--- config.mk ---
export PLATFORM = sky130hd
export DESIGN_NAME = if_id_stage_flat
export DESIGN_NICKNAME = d
export VERILOG_FILES = /design/src/rtl/if_id_stage_pkg.sv /design/src/rtl/if_id_stage_if.sv /design/src/rtl/if_id_stage_sat_counter.sv /design/src/rtl/if_id_stage.sv /design/src/flat_wrapper.sv
export SDC_FILE = /design/constraint.sdc
export NUM_CORES = 1
export LEC_CHECK = 0
export CORE_ASPECT_RATIO = 1.75
export CORE_MARGIN = 10
export CORE_UTILIZATION = 41
export CTS_CLUSTER_DIAMETER = 30
export CTS_CLUSTER_SIZE = 28
export DETAILED_ROUTE_END_ITERATION = 10
export HOLD_SLACK_MARGIN = 0.05
export MAX_ROUTING_LAYER = met4
export PLACE_DENSITY_LB_ADDON = 0.15
export SLEW_MARGIN = 10
export SYNTH_ARGS = -nofsm -noshare
export SYNTH_HDL_FRONTEND = slang
export SYNTH_HIERARCHICAL = 1
export SYNTH_SLANG_ARGS = --single-unit
--- constraint.sdc ---
create_clock -name clk -period 1.9 [get_ports clk]
set_input_delay 0.19 -clock clk [delete_from_list [all_inputs] [get_ports clk]]
set_output_delay 0.19 -clock clk [all_outputs]
set_load 0.02 [all_outputs]
--- src/rtl/if_id_stage_pkg.sv ---
// Shared pipeline definitions: IF/ID stage state encodings and the NOP word.
package if_id_stage_pkg;

  typedef enum logic [1:0] {
    ST_RUN    = 2'b00,
    ST_HOLD   = 2'b01,
    ST_BUBBLE = 2'b10
  } stage_state_e;

  // addi x0, x0, 0
  localparam logic [31:0] NOP = 32'h0000_0013;

endpackage

--- src/rtl/if_id_stage_if.sv ---
// Fetch-to-decode bundle: hazard controls, fetch slot in, decode slot and
// performance counters out. The stage itself is the slave.
interface if_id_stage_if #(
  parameter int XLEN  = 32,
  parameter int CNT_W = 32
);
  logic             EN;
  logic             stall;
  logic             flush;
  logic [XLEN-1:0]  PC_in;
  logic [XLEN-1:0]  inst_in;
  logic             valid_in;
  logic             cnt_clr;
  logic [XLEN-1:0]  PC_out;
  logic [XLEN-1:0]  inst_out;
  logic             valid_out;
  logic [1:0]       state_out;
  logic [CNT_W-1:0] stall_cnt;
  logic [CNT_W-1:0] flush_cnt;
  logic             stall_timeout;

  modport master (
    output EN, stall, flush, PC_in, inst_in, valid_in, cnt_clr,
    input  PC_out, inst_out, valid_out, state_out, stall_cnt, flush_cnt, stall_timeout
  );

  modport slave (
    input  EN, stall, flush, PC_in, inst_in, valid_in, cnt_clr,
    output PC_out, inst_out, valid_out, state_out, stall_cnt, flush_cnt, stall_timeout
  );
endinterface

--- src/rtl/if_id_stage_sat_counter.sv ---
// Saturating up-counter with synchronous clear; clear wins over increment.
module sat_counter #(
  parameter int WIDTH = 32
) (
  input  logic             clk,
  input  logic             rst,
  input  logic             i_inc,
  input  logic             i_clr,
  output logic [WIDTH-1:0] o_count
);

  logic [WIDTH-1:0] r_count;

  // Count up on i_inc, stick at all-ones, zero on i_clr.
  always_ff @(posedge clk or posedge rst) begin
    if (rst) begin
      r_count <= '0;
    end else if (i_clr) begin
      r_count <= '0;
    end else if (i_inc && !(&r_count)) begin
      r_count <= r_count + 1'b1;
    end
  end

  assign o_count = r_count;

endmodule

--- src/rtl/if_id_stage.sv ---
// IF/ID pipeline register with freeze/hold/bubble control, stall and flush
// performance counters, and a sticky watchdog on long stall runs.
module if_id_stage
  import if_id_stage_pkg::*;
#(
  parameter int XLEN      = 32,
  parameter int CNT_W     = 32,
  parameter int STALL_MAX = 16
) (
  input logic          clk,
  input logic          rst,
  if_id_stage_if.slave if_bus
);

  localparam logic [CNT_W-1:0] RUN_TRIP = CNT_W'(STALL_MAX - 1);

  stage_state_e     r_state;
  stage_state_e     w_state_nxt;
  logic [XLEN-1:0]  r_pc;
  logic [XLEN-1:0]  r_inst;
  logic             r_valid;
  logic             r_timeout;
  logic             w_hold;
  logic             w_bubble;
  logic             w_load;
  logic [CNT_W-1:0] w_stall_cnt;
  logic [CNT_W-1:0] w_flush_cnt;
  logic [CNT_W-1:0] w_run_len;

  // Action decode in priority order: freeze, hold, bubble, load.
  always_comb begin
    w_hold      = 1'b0;
    w_bubble    = 1'b0;
    w_load      = 1'b0;
    w_state_nxt = r_state;
    if (if_bus.EN) begin
      if (if_bus.stall) begin
        w_hold      = 1'b1;
        w_state_nxt = ST_HOLD;
      end else if (if_bus.flush) begin
        w_bubble    = 1'b1;
        w_state_nxt = ST_BUBBLE;
      end else begin
        w_load      = 1'b1;
        w_state_nxt = ST_RUN;
      end
    end
  end

  // Stage state register.
  always_ff @(posedge clk or posedge rst) begin
    if (rst) begin
      r_state <= ST_RUN;
    end else begin
      r_state <= w_state_nxt;
    end
  end

  // Pipeline registers: load from fetch, or insert a NOP bubble; hold/freeze keep.
  always_ff @(posedge clk or posedge rst) begin
    if (rst) begin
      r_pc    <= '0;
      r_inst  <= XLEN'(NOP);
      r_valid <= 1'b0;
    end else if (w_load) begin
      r_pc    <= if_bus.PC_in;
      r_inst  <= if_bus.inst_in;
      r_valid <= if_bus.valid_in;
    end else if (w_bubble) begin
      r_pc    <= '0;
      r_inst  <= XLEN'(NOP);
      r_valid <= 1'b0;
    end
  end

  sat_counter #(.WIDTH(CNT_W)) u_stall_cnt (
    .clk     (clk),
    .rst     (rst),
    .i_inc   (w_hold),
    .i_clr   (if_bus.cnt_clr),
    .o_count (w_stall_cnt)
  );

  sat_counter #(.WIDTH(CNT_W)) u_flush_cnt (
    .clk     (clk),
    .rst     (rst),
    .i_inc   (w_bubble),
    .i_clr   (if_bus.cnt_clr),
    .o_count (w_flush_cnt)
  );

  // Consecutive-hold run length; any load or bubble breaks the run.
  sat_counter #(.WIDTH(CNT_W)) u_run_len (
    .clk     (clk),
    .rst     (rst),
    .i_inc   (w_hold),
    .i_clr   (if_bus.cnt_clr | w_load | w_bubble),
    .o_count (w_run_len)
  );

  // Watchdog trips on the hold edge that brings the run length to STALL_MAX.
  always_ff @(posedge clk or posedge rst) begin
    if (rst) begin
      r_timeout <= 1'b0;
    end else if (if_bus.cnt_clr) begin
      r_timeout <= 1'b0;
    end else if (w_hold && (w_run_len >= RUN_TRIP)) begin
      r_timeout <= 1'b1;
    end
  end

  assign if_bus.PC_out        = r_pc;
  assign if_bus.inst_out      = r_inst;
  assign if_bus.valid_out     = r_valid;
  assign if_bus.state_out     = r_state;
  assign if_bus.stall_cnt     = w_stall_cnt;
  assign if_bus.flush_cnt     = w_flush_cnt;
  assign if_bus.stall_timeout = r_timeout;

endmodule

--- src/flat_wrapper.sv ---
// flat-port wrapper written by rule: the top's interface ports become plain ports
module if_id_stage_flat import if_id_stage_pkg::*;
#(
  parameter int XLEN      = 32,
  parameter int CNT_W     = 32,
  parameter int STALL_MAX = 16
)
  (clk, rst, if_bus_EN, if_bus_stall, if_bus_flush, if_bus_PC_in, if_bus_inst_in, if_bus_valid_in, if_bus_cnt_clr, if_bus_PC_out, if_bus_inst_out, if_bus_valid_out, if_bus_state_out, if_bus_stall_cnt, if_bus_flush_cnt, if_bus_stall_timeout);
  if_id_stage_if #(.XLEN(XLEN), .CNT_W(CNT_W)) if_bus_i ();
  input logic clk;
  input logic rst;
  input wire logic [$bits(if_bus_i.EN)-1:0] if_bus_EN;
  input wire logic [$bits(if_bus_i.stall)-1:0] if_bus_stall;
  input wire logic [$bits(if_bus_i.flush)-1:0] if_bus_flush;
  input wire logic [$bits(if_bus_i.PC_in)-1:0] if_bus_PC_in;
  input wire logic [$bits(if_bus_i.inst_in)-1:0] if_bus_inst_in;
  input wire logic [$bits(if_bus_i.valid_in)-1:0] if_bus_valid_in;
  input wire logic [$bits(if_bus_i.cnt_clr)-1:0] if_bus_cnt_clr;
  output wire logic [$bits(if_bus_i.PC_out)-1:0] if_bus_PC_out;
  output wire logic [$bits(if_bus_i.inst_out)-1:0] if_bus_inst_out;
  output wire logic [$bits(if_bus_i.valid_out)-1:0] if_bus_valid_out;
  output wire logic [$bits(if_bus_i.state_out)-1:0] if_bus_state_out;
  output wire logic [$bits(if_bus_i.stall_cnt)-1:0] if_bus_stall_cnt;
  output wire logic [$bits(if_bus_i.flush_cnt)-1:0] if_bus_flush_cnt;
  output wire logic [$bits(if_bus_i.stall_timeout)-1:0] if_bus_stall_timeout;
  assign if_bus_i.EN = if_bus_EN;
  assign if_bus_i.stall = if_bus_stall;
  assign if_bus_i.flush = if_bus_flush;
  assign if_bus_i.PC_in = if_bus_PC_in;
  assign if_bus_i.inst_in = if_bus_inst_in;
  assign if_bus_i.valid_in = if_bus_valid_in;
  assign if_bus_i.cnt_clr = if_bus_cnt_clr;
  assign if_bus_PC_out = if_bus_i.PC_out;
  assign if_bus_inst_out = if_bus_i.inst_out;
  assign if_bus_valid_out = if_bus_i.valid_out;
  assign if_bus_state_out = if_bus_i.state_out;
  assign if_bus_stall_cnt = if_bus_i.stall_cnt;
  assign if_bus_flush_cnt = if_bus_i.flush_cnt;
  assign if_bus_stall_timeout = if_bus_i.stall_timeout;
  if_id_stage #(.XLEN(XLEN), .CNT_W(CNT_W), .STALL_MAX(STALL_MAX)) u_core (.clk(clk), .rst(rst), .if_bus(if_bus_i));
endmodule
# [Word level (Yosys, flattened, before mapping)]
# Cells that the tools add are included.
[op_classes] addsub=3 magnitude_cmp=1 n_mux=24 n_bitwise=2 n_reduce_logical=15
[op_table] op="$mux W32" count=10
[op_table] op="$add A32 B1 Y32 const B" count=3
[op_table] op="$reduce_and A32 Y1" count=3
[op_table] op="$ge A32 B4 Y1 const B" count=1
[op_table] op="$mux W1" count=12
[op_table] op="$reduce_bool A2 Y1" count=5
[op_table] op="$logic_and A1 B1 Y1" count=4
[op_table] op="$mux W2" count=2
[op_table] op="$logic_not A1 Y1" count=3
[op_table] op="$or A1 B1 Y1" count=2
[word_totals] register_bits=164 input_bits=71 output_inout_bits=132 word_cells=53

# [Longest topological paths before layout]
# Gate-level depths: netlist (run 1).
[depth] word_depth=6 mapped_depth=11 mapped_depth_nobuf=6

# [Cells and area by module]
# Netlist (run 1), hierarchy kept.
[modules_own_cells] mod="sat_counter at u_core.u_run_len ..." instances=2 cells_per_inst=203 area_per_inst_um2=1840.5 seq_area_each_um2=800.8
[modules_own_cells] mod="if_id_stage" instances=1 cells_per_inst=306 area_per_inst_um2=2821.5 seq_area_each_um2=1705.4
[modules_own_cells] mod="sat_counter at u_core.u_flush_cnt" instances=1 cells_per_inst=196 area_per_inst_um2=1880.6 seq_area_each_um2=800.8

# [Worst setup path before layout (run 1)]
# OpenSTA, ideal clock, no wires.
[synth_path] path_type="register to register" from="register u_core.u_flush_cnt.r_count[20], in the netlist u_core/u_flush_cnt/o_count[20]" to="register u_core.u_flush_cnt.r_count[1], in the netlist u_core/u_flush_cnt/o_count[1]" setup_time_ns=0.132 arrival_time_ns=2.033 t_required_ns=1.768 slack_ns=-0.265 stages_incl_launch_ff=8 path_buffers=2 period_less_slack_ns=2.165 cell_sequence="dfrtp_1 -> nand4_2 -> or3_4 -> o41ai_4 -> buf_6 -> buf_12 -> mux2i_1 -> nor2_1"
[synth_between] elab_chain_cells=4
[synth_lines] item="start, declared" line_no="if_id_stage_sat_counter.sv:12" rtl="logic [WIDTH-1:0] r_count;"
[synth_lines] item="start signal, assigned" line_no="if_id_stage_sat_counter.sv:21" rtl="r_count <= r_count + 1'b1;"
[synth_lines] item="$reduce_and A32 Y1" line_no="if_id_stage_sat_counter.sv:20" rtl="end else if (i_inc && !(&r_count)) begin"
[synth_lines] item="$logic_not A1 Y1" line_no="if_id_stage_sat_counter.sv:20"
[synth_lines] item="$logic_and A1 B1 Y1" line_no="if_id_stage_sat_counter.sv:20"
[synth_lines] item="$reduce_bool A2 Y1 (no line)"
# No other way between the ends.
# A chain may end at the register's enable or synchronous reset.

# [Worst setup path in the final report (run 1)]
[layout_path] from="register u_core.u_run_len.r_count[15], in the netlist u_core/u_run_len/o_count[15]" to="register u_core.u_run_len.r_count[27], in the netlist u_core/u_run_len/o_count[27]"
[layout_between] elab_chain_cells=4 elab_cells_between_ends=7 cone_classes="add/sub: 1; mux: 2; reduce/logical: 4"
[layout_lines] item="start, declared" line_no="if_id_stage_sat_counter.sv:12"
[layout_lines] item="start signal, assigned" line_no="if_id_stage_sat_counter.sv:21"
[layout_lines] item="parallel branches: the longest is 4 deep, another holds $add A32 B1 Y32"
# Several ways; the timed one is not identified. The select of a mux whose other input is x is not followed.

==> flow_metrics.tcl, run 1 <==
set metrics [dict create \
    synth_top_family_by_area "simple AND/OR/NAND/NOR gates" \
    final_max_slew_viol_count 0 \
    critPathMaxStageDelay_ns 0.44 \
    r2r_slack_ns -0.15 \
    grt_pass1_vias 8681 \
    crit_path_end_kind "flop" \
    drc 0 \
    finalHoldViolations 0 \
    cts_tree "built" \
    top_usage_layer "met2" \
    outcome "complete, but fails checks" \
    ys_seq_area_share_pct 49.0 \
    tightest_slew_ns 0.688 \
    crit_path_end "u_core/u_run_len/o_count[27]" \
    numPortBuffers 202 \
    grt-ovfl-total 0 \
    post-route-util_pct 70.4 \
    use_met2_pct 38.4 \
    grt_setup_unrepaired "true" \
    drv_cap 0 \
    power.density_mw_per_mm2 604 \
    crit_required_ns 2.22 \
    synth_xor_area_share_pct 2.82 \
    setup_viol 42 \
    synthToLayoutAreaGrowth_pct 69.7 \
    timing.rr.end "u_core/u_run_len/o_count[27]" \
    synth_ff_type "dfrtp_1" \
    cp_max_fo 6 \
    vias 8783 \
    grt_util_met1_pct 21.6 \
    num_rows 69 \
    async_reset_ff_share_pct 100 \
    grt_max_degree 132 \
    cts_root_buf "clkbuf_16" \
    dp_hpwl_mm 20.8 \
    design_area_mm2 0.0142 \
    synth_adder_area_share_pct 0.448 \
    ys_ff_latch 164 \
    avgRoutedWirePerCell_um 18.7 \
    numPlacedInstances 1526 \
    relSlewSlack_pct 54.1 \
    path_class "flop to flop" \
    htree_levels 4 \
    path_cells "nand3_2 -> or3_4 -> o41ai_4 -> buf_6 -> nor4_1 -> mux2_1" \
    fp.dieW_um 128 \
    initial_utilization_pct 41.5 \
    dr.pass1.iters 7 \
    ctsHoldBuffers 0 \
    reg2reg_depth 6 \
    synthMuxAreaShare_pct 1.97 \
    place.gp.congestion 0.920 \
    ys_warn_count 6 \
    violations "negative setup slack" \
    vdd_drop_max_mv 0.635 \
    grt_use_met3_pct 5.02 \
    cts_buffer_depth 2 \
    ys_types 59 \
    num_io_pins 203 \
    start_kind "flop" \
    fin_crit_ns 2.05 \
    netlist_area_mm2 0.00838 \
    fin_ws_ns -0.152 \
    postSynthAreaPerCell_um2 9.23 \
    startpoint "u_core/u_run_len/o_count[15]" \
    synth_compound_area_share_pct 15.5 \
    routed_wl_mm 30.2 \
    synthSimpleGateAreaFrac_pct 25.9 \
    placed_area_mm2 0.0122 \
    antenna_left 0 \
    drive_gt1_share_pct 37.7 \
    first_iter_violations 548 \
    worstPathArrival_ns 2.37 \
    leakagePower_nw 5.96 \
    nNetsFinal 1420 \
    clk_latency_ns 0.44 \
    max_freq_mhz 487 \
    grt_pass1_wl_mm 45.0 \
    viasPerCell 5.46 \
    antenna_found_initial 2 \
    skew_ns 0.00685 \
    fin_crit_sh_pct 108 \
    cp_slowest_cell "o41ai_4" \
    syn_inst 908 \
    dieArea_mm2 0.0268 \
    hold_class "input port to asynchronous set/reset pin" \
    fp.coreArea_mm2 0.0202 \
    synthesis.nets 982 \
    clkTransAtPathRegs_ns 0.06 \
    clkSinkCount 164 \
    cts_made_buffers 17 \
    track_usage_pct 21.4 \
    fin_cells 1609 \
    die_h_um 209 \
    r2r_start "u_core/u_run_len/o_count[15]" \
    synth_edf_count 0 \
]
## where the power goes
part | switching, W | internal (W) | leakage, nW
registers | 0.0000852 | 0.00365 | 2.16
logic | 0.000654 | 0.000568 | 3.50
clock network | 0.00149 | 0.00215 | 0.299
## layer usage
layer / routed length [um] / vias to the layer above
li1: - / 4138
met1: 10800 / 4321
met2: 16900 / 257
met3: 1440 / 67
met4: 994 / 0
met5: 0 / -
## sequential cells by signal (all words and copies together) (netlist names)
signal,flops
u_core/if_bus.state_out,2
u_core/u_stall_cnt/o_count,32
u_core/if_bus.inst_out,32
u_core/if_bus.stall_timeout,1
u_core/u_run_len/o_count,32
u_core/if_bus.PC_out,32
u_core/u_flush_cnt/o_count,32
u_core/if_bus.valid_out,1
## metrics by stage
stage | TNS [ns] | worst slack (ns) | total power (W) | hold WS, ns
floorplan | -4.26 | -0.200 | 0.00435 | 0.256
global placement | -18.05 | -0.385 | 0.00497 | 0.453
detailed placement | -19.89 | -0.442 | 0.00498 | 0.457
CTS | -0.517 | -0.0981 | 0.00863 | 0.211
global route | -6.03 | -0.198 | 0.00891 | 0.239
finish | -2.47 | -0.152 | 0.00860 | 0.207
## cells in the mapped netlist (18+ instances only)
| cell type | count | area share [%] |
|---|---|---|
| or3_1 | 22 | 1.6 |
| nor4_1 | 23 | 1.7 |
| clkbuf_1 | 28 | 1.3 |
| xnor2_1 | 18 | 1.9 |
| a21oi_1 | 46 | 2.7 |
| inv_1 | 19 | 0.85 |
| nand3_1 | 40 | 2.4 |
| nand2_1 | 158 | 7.1 |
| nor2_1 | 69 | 3.1 |
| nand4_1 | 28 | 2.1 |
| dfrtp_1 | 161 | 48 |
| o21ai_0 | 26 | 1.6 |
| o21ai_1 | 67 | 4.0 |
## cell families after synthesis
kind of cell / count (synthesis)
xor gates and xnor gates: 27
buffers and inverters: 68
muxes: 15
and+or+nand+nor: 429
DFF: 164
AOI/OAI and AO/OA: 202
adders and majority gates: 3
## worst max-delay path: cells and delay by family (launching register included)
| kind | cells | cell delay, ns |
|---|---|---|
| buffers and inverters | 1 | 0.19 |
| AND/OR/NAND/NOR | 3 | 0.58 |
| flip-flops | 1 | 0.41 |
| multiplexers | 1 | 0.31 |
| AO/OA/AOI/OAI | 1 | 0.44 |
## placed cells by master (no fill, tap or decap), types with 20 or more instances in the layout
| cell | n |
|---|---|
| dfrtp_2 | 34 |
| clkdlybuf4s50_1 | 198 |
| nand2_1 | 152 |
| buf_4 | 222 |
| a21oi_1 | 25 |
| dfrtp_1 | 127 |
| nand3_1 | 27 |
| a21oi_2 | 25 |
| nor2_1 | 62 |
| buf_6 | 36 |
| or3_4 | 20 |
| o21ai_1 | 66 |
| nand4_1 | 28 |
## how the worst min path moves through the flow
stage	end	startpoint	slack (ns)	depth (start not counted)
global route	u_core/if_bus.state_out[1]	rst	0.24	3
global placement	u_core/if_bus.inst_out[4]	u_core/if_bus.inst_out[4]	0.45	2
detailed placement	u_core/if_bus.inst_out[1]	u_core/if_bus.inst_out[1]	0.46	2
floorplan	u_core/if_bus.stall_timeout	if_bus_cnt_clr	0.26	1
finish	u_core/if_bus.PC_out[10]	rst	0.21	3
CTS	u_core/if_bus.PC_out[10]	rst	0.21	3
## cell type report
| cell class | instances | area (um^2) |
|---|---|---|
| diodes | 2 | 5.00 |
| inverters | 20 | 75.1 |
| clock inverters | 11 | 148 |
| repair buffers | 466 | 4210 |
| well taps | 248 | 310 |
| clock buffers | 21 | 460 |
| flip-flops and latches | 164 | 4150 |
| fillers | 1526 | 5980 |
| multi-input cells | 677 | 4860 |
## what timing repair did
| action | in CTS | in global routing |
|---|---|---|
| pin swaps | 15 | 83 |
| gates resized for setup | 60 | 157 |
| endpoints found under the setup margin | 64 | 79 |
| cloned | 3 | 2 |
| setup buffers | 13 | 32 |
Power figures use the tool's default switching activity.
==> run 2, diff against run 1 <==
--- a/config.mk
+++ b/config.mk
@@ -5,7 +5,6 @@
 export SDC_FILE = /design/constraint.sdc
 export NUM_CORES = 1
 export LEC_CHECK = 0
-export CORE_ASPECT_RATIO = 1.75
 export CORE_MARGIN = 10
 export CORE_UTILIZATION = 41
 export CTS_CLUSTER_DIAMETER = 30
==> run 2 against run 1 <==
Compared with the run above:
- largest cell class unchanged
- register-to-register slack better by 0.08 ns
- the run still ends with negative setup slack left
- highest routed layer unchanged
- wire length is 9.8% lower
- cell area is 2.0% lower
- largest power group unchanged
- hold slack worse by 0.0021 ns
- sequential cell count stayed put
- critical path depth is 1 higher
- power is 0.98% lower
- clock power is 2% lower
==> flow_metrics.tcl, run 2 (synthesis results as in run 1) <==
set metrics [dict create \
    clkSinkCount 164 \
    timing.rr.end "u_core/u_run_len/o_count[27]" \
    min_from "if_bus_EN" \
    avgRoutedWirePerCell_um 16.8 \
    num_io_pins 203 \
    worstPathArrival_ns 2.28 \
    finalHoldViolations 0 \
    dp_hpwl_mm 18.8 \
    die_h_um 163 \
    layout_commonest_cell "buf_4" \
    place.gp.congestion 0.860 \
    skew_ns 0.0114 \
    num_rows 52 \
    cp_num_buf_inv 1 \
    vdd_drop_max_mv 0.672 \
    antenna_left 0 \
    antenna_cells 0 \
    violations "negative setup slack" \
    grt_max_degree 132 \
    power.density_mw_per_mm2 611 \
    drv_cap 0 \
    fp.coreArea_mm2 0.0202 \
    antenna_found_initial 0 \
    htree_levels 4 \
    p_sw_w 0.00236 \
    start_kind "flop" \
    fin_crit_ns 1.97 \
    top_usage_layer "met2" \
    r2r_slack_ns -0.07 \
    path_cells "ha_2 -> and3_4 -> nand2_4 -> o41ai_4 -> buf_6 -> nor4_2 -> mux2_1" \
    crit_required_ns 2.21 \
    crit_path_end_kind "flop" \
    relSlewSlack_pct 55.6 \
    synthToLayoutAreaGrowth_pct 66.3 \
    dr.pass1.iters 7 \
    finalSetupTns_ns -0.774 \
    pwr-share-seq_pct 43.8 \
    fin_ws_ns -0.0706 \
    internal-power_w 0.00616 \
    initial_utilization_pct 41.6 \
    setup_viol 22 \
    dieArea_mm2 0.0266 \
    r2r_start "u_core/u_run_len/o_count[0]" \
    grt_setup_unrepaired "true" \
    fin_crit_sh_pct 104 \
    use_met2_pct 33.0 \
    cts_root_buf "clkbuf_16" \
    hold_class "input port to flop" \
    fp.dieW_um 163 \
    path_class "flop to flop" \
    first_iter_violations 416 \
    clkTransAtPathRegs_ns 0.07 \
    grt_use_met3_pct 5.11 \
    numPortBuffers 202 \
    combPwrFrac_pct 14.2 \
    drc 0 \
    cts_tree "built" \
    grt-ovfl-total 0 \
    viasPerCell 5.22 \
    final_cell_mix "213 x buf_4, 200 x clkdlybuf4s50_1, 152 x nand2_1" \
    drive_gt1_share_pct 35.5 \
    outcome "complete, but fails checks" \
    cp_max_fo 5 \
    reg2reg_depth 7 \
    grt_util_met1_pct 23.8 \
    clk_latency_ns 0.43 \
    max_freq_mhz 507 \
    cp_top_family "compound AO/OA/AOI/OAI gates" \
    post-route-util_pct 69.1 \
    cts_made_buffers 17 \
    clkPwrFrac_pct 41.9 \
    min_path_cells 3 \
    grt_pass1_vias 8332 \
    cp_slowest_cell "o41ai_4" \
    swShare_pct 27.7 \
    leakagePower_nw 5.80 \
    holdWs_ns 0.205 \
    final_max_slew_viol_count 0 \
    ctsHoldBuffers 0 \
    whs_endpoint "u_core/if_bus.state_out[1]" \
    grt_pass1_wl_mm 42.3 \
    track_usage_pct 20.1 \
    vias 8449 \
    tightest_slew_ns 0.666 \
    routed_wl_mm 27.2 \
    nNetsFinal 1409 \
    cts_buffer_depth 2 \
    critPathMaxStageDelay_ns 0.42 \
]
## run 2: cell types whose count changed in the layout (fill, tap and decap cells not counted), moves of 5 or more
cell     delta
a21oi_2     -6
o31ai_4     -5
or3_4       -6
a21oi_1     +6
buf_4       -9
o21ai_2     -5
## run 2: how the worst max path moves through the flow
stage | startpoint | endpoint | cells past startpoint | slack, ns
3_3_place_gp | u_core/u_flush_cnt/o_count[19] | u_core/u_flush_cnt/o_count[1] | 6 | -0.41
3_5_place_dp | u_core/u_flush_cnt/o_count[19] | u_core/u_flush_cnt/o_count[1] | 6 | -0.46
4_1_cts | u_core/u_run_len/o_count[0] | u_core/u_run_len/o_count[31] | 7 | -0.01
6_report | u_core/u_run_len/o_count[0] | u_core/u_run_len/o_count[27] | 7 | -0.07
5_1_grt | u_core/u_run_len/o_count[0] | u_core/u_run_len/o_count[31] | 7 | -0.14
2_1_floorplan | u_core/u_stall_cnt/o_count[8] | u_core/u_stall_cnt/o_count[27] | 6 | -0.20
## run 2: layer usage
| metal | vias up | routed length, um |
|---|---|---|
| met5 | - | 0 |
| met4 | 0 | 467 |
| met3 | 41 | 1490 |
| met2 | 201 | 13900 |
| met1 | 4072 | 11400 |
| li1 | 4135 | - |
## run 2: per-stage QoR
| step | instances | power (W) | worst slack (ns) | area, um^2 |
|---|---|---|---|---|
| after floorplan | 908 | 0.00435 | -0.200 | 8580 |
| after global placement | 1549 | 0.00497 | -0.413 | 12300 |
| after detailed placement | 1549 | 0.00498 | -0.463 | 12300 |
| after CTS | 1597 | 0.00860 | -0.0150 | 13300 |
| after global routing | 1618 | 0.00889 | -0.141 | 13900 |
| final | 1618 | 0.00851 | -0.0706 | 13900 |
## run 2: final cells by class
| type | count | area (um^2) |
|---|---|---|
| clock buffers | 18 | 439 |
| clock inverters | 14 | 176 |
| fillers | 1524 | 6230 |
| inverters | 20 | 75.1 |
| multi-input cells | 677 | 4650 |
| flip-flops and latches | 164 | 4150 |
| well taps | 270 | 338 |
| repair buffers | 455 | 4120 |
## run 2: worst register-to-register path: stages (launching register included)
cell and delay [ns]:
dfrtp_1 0.38, ha_2 0.19, and3_4 0.24, nand2_4 0.06, o41ai_4 0.42, buf_6 0.19, nor4_2 0.06, mux2_1 0.31
## run 2: what timing repair did
action	4_1_cts	5_1_grt
buffers inserted	13	23
resized for setup	50	121
cloned	4	2
pin swaps	14	49
endpoints found under the setup margin	61	77
## run 2: power groups by stage
stage               Clock [W]  Sequential (W)  Combinational, W
floorplan                   0         0.00399          0.000356
CTS                   0.00366         0.00373           0.00121
finish                0.00357         0.00373           0.00121
global placement            0         0.00379           0.00118
global route          0.00382         0.00375           0.00132
detailed placement          0         0.00380           0.00119
